$ cat config.mk
export PLATFORM = sky130hd
export DESIGN_NAME = af_sv_bit_serializer
export DESIGN_NICKNAME = d
export VERILOG_FILES = /design/src/rtl/af_sv_bit_serializer.sv
export SDC_FILE = /design/constraint.sdc
export NUM_CORES = 1
export LEC_CHECK = 0
export CORE_MARGIN = 2
export CORE_UTILIZATION = 50
export CTS_BUF_LIST = sky130_fd_sc_hd__clkbuf_16
export CTS_CLUSTER_DIAMETER = 200
export CTS_CLUSTER_SIZE = 24
export DETAILED_ROUTE_END_ITERATION = 8
export MAX_ROUTING_LAYER = met4
export PLACE_DENSITY_LB_ADDON = 0.15
export SLEW_MARGIN = 20
export SYNTH_ARGS = -nofsm -noshare
export SYNTH_HDL_FRONTEND = slang
export SYNTH_SLANG_ARGS = --single-unit
$ cat constraint.sdc
create_clock -name clk -period 2.2 [get_ports clk]
set_clock_uncertainty 0.15 [all_clocks]
set_input_delay 0.33 -clock clk [delete_from_list [all_inputs] [get_ports clk]]
set_output_delay 0.33 -clock clk [all_outputs]
set_load 0.05 [all_outputs]
$ cat src/rtl/af_sv_bit_serializer.sv
// rtl/af_sv_bit_serializer.sv - framed parallel-to-serial driver for af_sv_if.bit_a
// One start bit, DATA_W data bits, one stop bit, each held CLKS_PER_BIT clocks.
module af_sv_bit_serializer #(
  parameter int   DATA_W       = 8,
  parameter int   CLKS_PER_BIT = 4,
  parameter bit   LSB_FIRST    = 1'b1,
  parameter logic IDLE_LVL     = 1'b1
) (
  input  logic              clk,
  input  logic              rst_n,
  input  logic              in_valid,
  output logic              in_ready,
  input  logic [DATA_W-1:0] in_data,
  output logic              bit_a,
  output logic              busy,
  output logic              frame_done
);

  localparam int CW = (CLKS_PER_BIT > 1) ? $clog2(CLKS_PER_BIT) : 1;
  localparam int BW = (DATA_W > 1) ? $clog2(DATA_W) : 1;
  localparam logic [CW-1:0] CNT_LAST = CW'(CLKS_PER_BIT - 1);
  localparam logic [BW-1:0] BIT_LAST = BW'(DATA_W - 1);

  typedef enum logic [1:0] {IDLE, START, DATA, STOP} state_t;

  state_t            state, state_nxt;
  logic [CW-1:0]     clk_cnt, clk_cnt_nxt;
  logic [BW-1:0]     bit_cnt, bit_cnt_nxt;
  logic [DATA_W-1:0] shreg, shreg_nxt;
  logic              bit_nxt;
  logic              period_end;

  assign period_end = (clk_cnt == CNT_LAST);
  assign in_ready   = (state == IDLE);
  assign busy       = (state != IDLE);

  always_ff @(posedge clk or negedge rst_n) begin
    if (!rst_n) begin
      state   <= IDLE;
      clk_cnt <= '0;
      bit_cnt <= '0;
      shreg   <= '0;
      bit_a   <= IDLE_LVL;
    end else begin
      state   <= state_nxt;
      clk_cnt <= clk_cnt_nxt;
      bit_cnt <= bit_cnt_nxt;
      shreg   <= shreg_nxt;
      bit_a   <= bit_nxt;
    end
  end

  always_comb begin
    state_nxt   = state;
    clk_cnt_nxt = clk_cnt;
    bit_cnt_nxt = bit_cnt;
    shreg_nxt   = shreg;
    frame_done  = 1'b0;
    bit_nxt     = IDLE_LVL;

    case (state)
      IDLE: begin
        if (in_valid) begin
          shreg_nxt   = in_data;
          state_nxt   = START;
          clk_cnt_nxt = '0;
        end
      end
      START: begin
        if (period_end) begin
          state_nxt   = DATA;
          clk_cnt_nxt = '0;
          bit_cnt_nxt = '0;
        end else begin
          clk_cnt_nxt = clk_cnt + 1'b1;
        end
      end
      DATA: begin
        if (period_end) begin
          clk_cnt_nxt = '0;
          if (bit_cnt == BIT_LAST) begin
            state_nxt = STOP;
          end else begin
            bit_cnt_nxt = bit_cnt + 1'b1;
            shreg_nxt   = LSB_FIRST ? (shreg >> 1) : (shreg << 1);
          end
        end else begin
          clk_cnt_nxt = clk_cnt + 1'b1;
        end
      end
      STOP: begin
        frame_done = period_end;
        if (period_end) begin
          state_nxt   = IDLE;
          clk_cnt_nxt = '0;
        end else begin
          clk_cnt_nxt = clk_cnt + 1'b1;
        end
      end
      default: state_nxt = IDLE;
    endcase

    // The line register is loaded from the upcoming state so it tracks state with no extra lag.
    case (state_nxt)
      START:   bit_nxt = ~IDLE_LVL;
      DATA:    bit_nxt = LSB_FIRST ? shreg_nxt[0] : shreg_nxt[DATA_W-1];
      default: bit_nxt = IDLE_LVL;
    endcase
  end

endmodule

### Word-level counts from Yosys, hierarchy flattened

Cells that the tools add are included.
Widths: inputs -> output; s select.

| cells by class | value |
|---|---|
| mux-type cells | 19 |
| reductions and logical operators | 7 |
| add/sub/neg operators | 2 |
| equal/unequal tests | 11 |

Operators by type and width:

| cell | number |
|---|---|
| $mux 8 | 3 |
| $pmux 8 s2 | 1 |
| $mux 2 | 7 |
| $mux 3 | 3 |
| $eq 2x2->1 const B | 4 |
| $ne 2x2->1 const B | 4 |
| $pmux 2 s4 | 1 |
| $reduce_and 4->1 | 2 |
| $pmux 3 s2 | 1 |
| $reduce_bool 2->1 | 3 |
| $eq 2x1->1 const B | 2 |
| $pmux 2 s2 | 1 |
| $add 3x1->3 const B | 1 |
| $eq 3x3->1 const B | 1 |
| $reduce_or 3->1 | 1 |
| $add 2x1->2 const B | 1 |
| $logic_not 2->1 | 1 |
| $pmux 1 s2 | 1 |
| $mux 1 | 1 |

| storage, ports and cells | value |
|---|---|
| bits in registers | 16 |
| output and inout port bits | 4 |

### Logic depth before layout (Yosys ltp)

| logic depth | value |
|---|---|
| depth in word-level cells | 6 |
| mapped depth | 7 |
| gate-level depth less buffers | 6 |

### Least setup slack after synthesis

Ideal clock, no wire load.

| timing | value |
|---|---|
| path type | reg-to-output |
| start point | reg state[1] |
| end point | out busy |
| data required time | 1.720 ns |
| path buffers | 1 |
| path slack | 0.276 ns |
| arrival | 1.444 ns |
| cell stages (with the launch flop) | 4 |
| cell sequence | dfrtp_1 > buf_6 > nor2_2 > inv_1 |

| on the way | value |
|---|---|
| cells in the longest elaborated chain, start to end | 1 |

Ends and longest elaborated chain:

| item | line | text |
|---|---|---|
| start, declared | 26 | `state_t state, state_nxt;` |
| start signal, assigned | 45 | `state <= state_nxt;` |
| $reduce_bool 2->1 | 35 | `assign busy = (state != IDLE);` |
| end, declared | 15 | `output logic busy,` |

Every way passes these cells.

### Worst setup path in the final report

| timing | value |
|---|---|
| start point | reg bit_a |
| end point | out bit_a |

RTL lines:

| item | line | text |
|---|---|---|
| start, declared | 14 | `output logic bit_a,` |
| start signal, assigned | 49 | `bit_a <= bit_nxt;` |

No word-level cell between the ends.

==> flow_summary.json <==
{
  "post-cts-setup-buffer-count": 0,
  "yosys.cell_types.count": 28,
  "initial_core_util_pct": 54.5,
  "wl_per_cell_microns": 13.6,
  "p_comb_share_pct": 39.9,
  "fin_area_sq_um": 1060,
  "syn_inst": 85,
  "synth.yosys.warnings": 0,
  "die_y_microns": 45.0,
  "seq_area_frac_synth_pct": 47.8,
  "finalPower_mw": 1.55,
  "grt_pass1_vias": 657,
  "gp_congestion": 0.773,
  "setup_viol": 0,
  "grt_pass1_wl_microns": 2720,
  "synth_fp_nets": 99,
  "fin_crit_ns": 2.03,
  "p_seq_share_pct": 37.5,
  "slew_headroom_pct": 67.2,
  "clk_pin_slew_ns": 0.05,
  "ant_nets": 0,
  "synth_area_sq_um": 841,
  "post_dp_cell_area_sq_um": 986,
  "critPathMaxFanout": 1,
  "switching_power_uw": 611,
  "cp.required_ns": 1.72,
  "cp_top_family": "buffers and inverters",
  "fill_cells": 120,
  "period_share_pct": 92.2,
  "crit_slowest_cell": "clkdlybuf4s50_1",
  "p_clk_share_pct": 22.6,
  "dp_hpwl_microns": 1090,
  "synthFlopType": "dfrtp_1",
  "fmax_mhz": 493,
  "async_flop_share_pct": 100,
  "cts.sinks": 16,
  "grt_use_total_pct": 19.4,
  "p_per_area_nw_per_um2": 1460,
  "setup_tns_ns": 0,
  "cts_max_level": 1,
  "clock_latency_ns": 0.25,
  "utilization_pct": 69.1,
  "synth-edff-count": 0,
  "cts_made_buffers": 3,
  "grt_max_degree": 17,
  "drcViolationCount": 0,
  "post_cts_resize_count": 0,
  "outcome": "complete, no violations",
  "vias": 661,
  "die-area_sq_um": 2030,
  "syn_area_per_cell_sq_um": 9.89,
  "cpPeakStageDelay_ns": 0.79,
  "n_antenna_cell": 0,
  "core_sq_um": 1540,
  "ctsHoldBuffers": 0,
  "p_sw_share_pct": 39.3,
  "grt_remaining_overflow": 0,
  "final_common_cell": "nand2_1",
  "clockBufferDepth": 2,
  "io_buffers": 14,
  "ir_worst_vdd_v": 0.000982,
  "cts_tree": "yes",
  "regArea_sq_um": 402,
  "drt_iter0_markers": 17,
  "hold_ws_ns": 0.257,
  "layout-drive-gt1-share_pct": 11.9,
  "first_pass_iters": 5,
  "clockRootBuffer": "clkbuf_16",
  "cp_data_arrival_time_ns": 1.55,
  "total_leakage_power_nw": 0.494,
  "layout.nets": 116,
  "critPathCaptureType": "output port",
  "die_w_microns": 45.0,
  "crit_type": "reg -> out",
  "worst_pin_slew_ns": 0.490,
  "worstPathCellList": "clkdlybuf4s50_1",
  "rsz0062_at_grt": "no",
  "path_buf_inv": 1,
  "p_int_uw": 943,
  "hold_class": "in -> async",
  "io_pins": 15,
  "drv_slew": 0,
  "finalHoldViolations": 0,
  "ys_ff_latch": 16,
  "cp-start-kind": "register",
  "multi_input_area_sq_um": 404,
  "viasPerCell": 5.65,
  "area_growth_pct": 26.6,
  "antenna_found_initial": 0,
  "cap_violations": 0,
  "layout_common_cells": "nand2_1, dfrtp_1, clkdlybuf4s50_1",
  "reg2reg_slack_ns": 0.30,
  "rows": 14,
  "routed_wl_microns": 1590
}
==> worst paths after layout <==
| kind | start | end | depth (start not counted) |
|---|---|---|---|
| worst max-delay path | bit_a$_DFF_PN1_ | bit_a | 1 |
| worst min-delay path | rst_n | bit_cnt[0]$_DFFE_PN0P_ | 2 |
| worst max register to register | bit_cnt[0]$_DFFE_PN0P_ | shreg[1]$_DFFE_PN0P_ | 6 |
| worst min register to register | shreg[3]$_DFFE_PN0P_ | shreg[3]$_DFFE_PN0P_ | 2 |
| max in group asynchronous | rst_n | bit_a$_DFF_PN1_ | 2 |
| min in group clk | shreg[3]$_DFFE_PN0P_ | shreg[3]$_DFFE_PN0P_ | 2 |
==> flip-flops by register name, indices dropped and copies added (netlist names) <==
| register | flops |
|---|---|
| state | 2 |
| shreg | 8 |
| bit_a | 1 |
| bit_cnt | 3 |
| clk_cnt | 2 |
==> final cells by class <==
type	instances	share of cell area, %
Multi-Input combinational cell	64	38.0
Tap cell	16	1.88
Inverter	2	0.705
Clock inverter	1	0.353
Timing Repair Buffer	15	14.3
Sequential cell	16	37.7
Clock buffer	3	7.05
==> through the flow <==
stage / instances / worst slack [ns]
after floorplan: 85 / 0.276
after global placement: 113 / 0.359
after detailed placement: 113 / 0.315
after CTS: 117 / 0.170
after global routing: 117 / 0.158
final: 117 / 0.172
==> routing by layer <==
metal / track usage, % / vias up / part of all wire (%)
li1: - / 336 / -
met1: 22.3 / 308 / 48
met2: 31.7 / 12 / 46
met3: 4.80 / 5 / 4.1
met4: 8.82 / 0 / 1.8
met5: - / - / 0
==> Yosys cell counts, types with 2 or more instances <==
cell type | count | share of area, %
a21oi_1 | 4 | 2.4
dfrtp_1 | 15 | 45
nand2_1 | 21 | 9.4
buf_6 | 2 | 2.7
nor2_1 | 3 | 1.3
nand2b_1 | 3 | 2.2
and3_1 | 2 | 1.5
o21ai_1 | 5 | 3.0
nand3b_1 | 2 | 1.8
ha_1 | 3 | 4.5
inv_1 | 2 | 0.89
a22oi_1 | 7 | 6.2
==> cell families (layout without fill, tap and decap cells) <==
kind of cell / after synthesis / count (layout) / synth area share (%)
AO/OA/AOI/OAI: 21 / 21 / 17.1
XOR/XNOR: 1 / 1 / 1.04
adder cells (fa/ha/maj): 3 / 3 / 4.46
buffers and inverters: 5 / 21 / 4.17
flip-flops: 16 / 16 / 47.8
multiplexers: 1 / 1 / 1.19
AND/OR/NAND/NOR: 38 / 38 / 24.3
==> power by group through the flow <==
| stage | registers, mW | clock network (mW) | logic [mW] |
|---|---|---|---|
| floorplan | 0.548 | 0 | 0.502 |
| global placement | 0.581 | 0 | 0.608 |
| detailed placement | 0.581 | 0 | 0.619 |
| CTS | 0.582 | 0.356 | 0.627 |
| global route | 0.602 | 0.366 | 0.703 |
| finish | 0.583 | 0.351 | 0.620 |
Note: power is estimated with default switching activity, not from simulation.
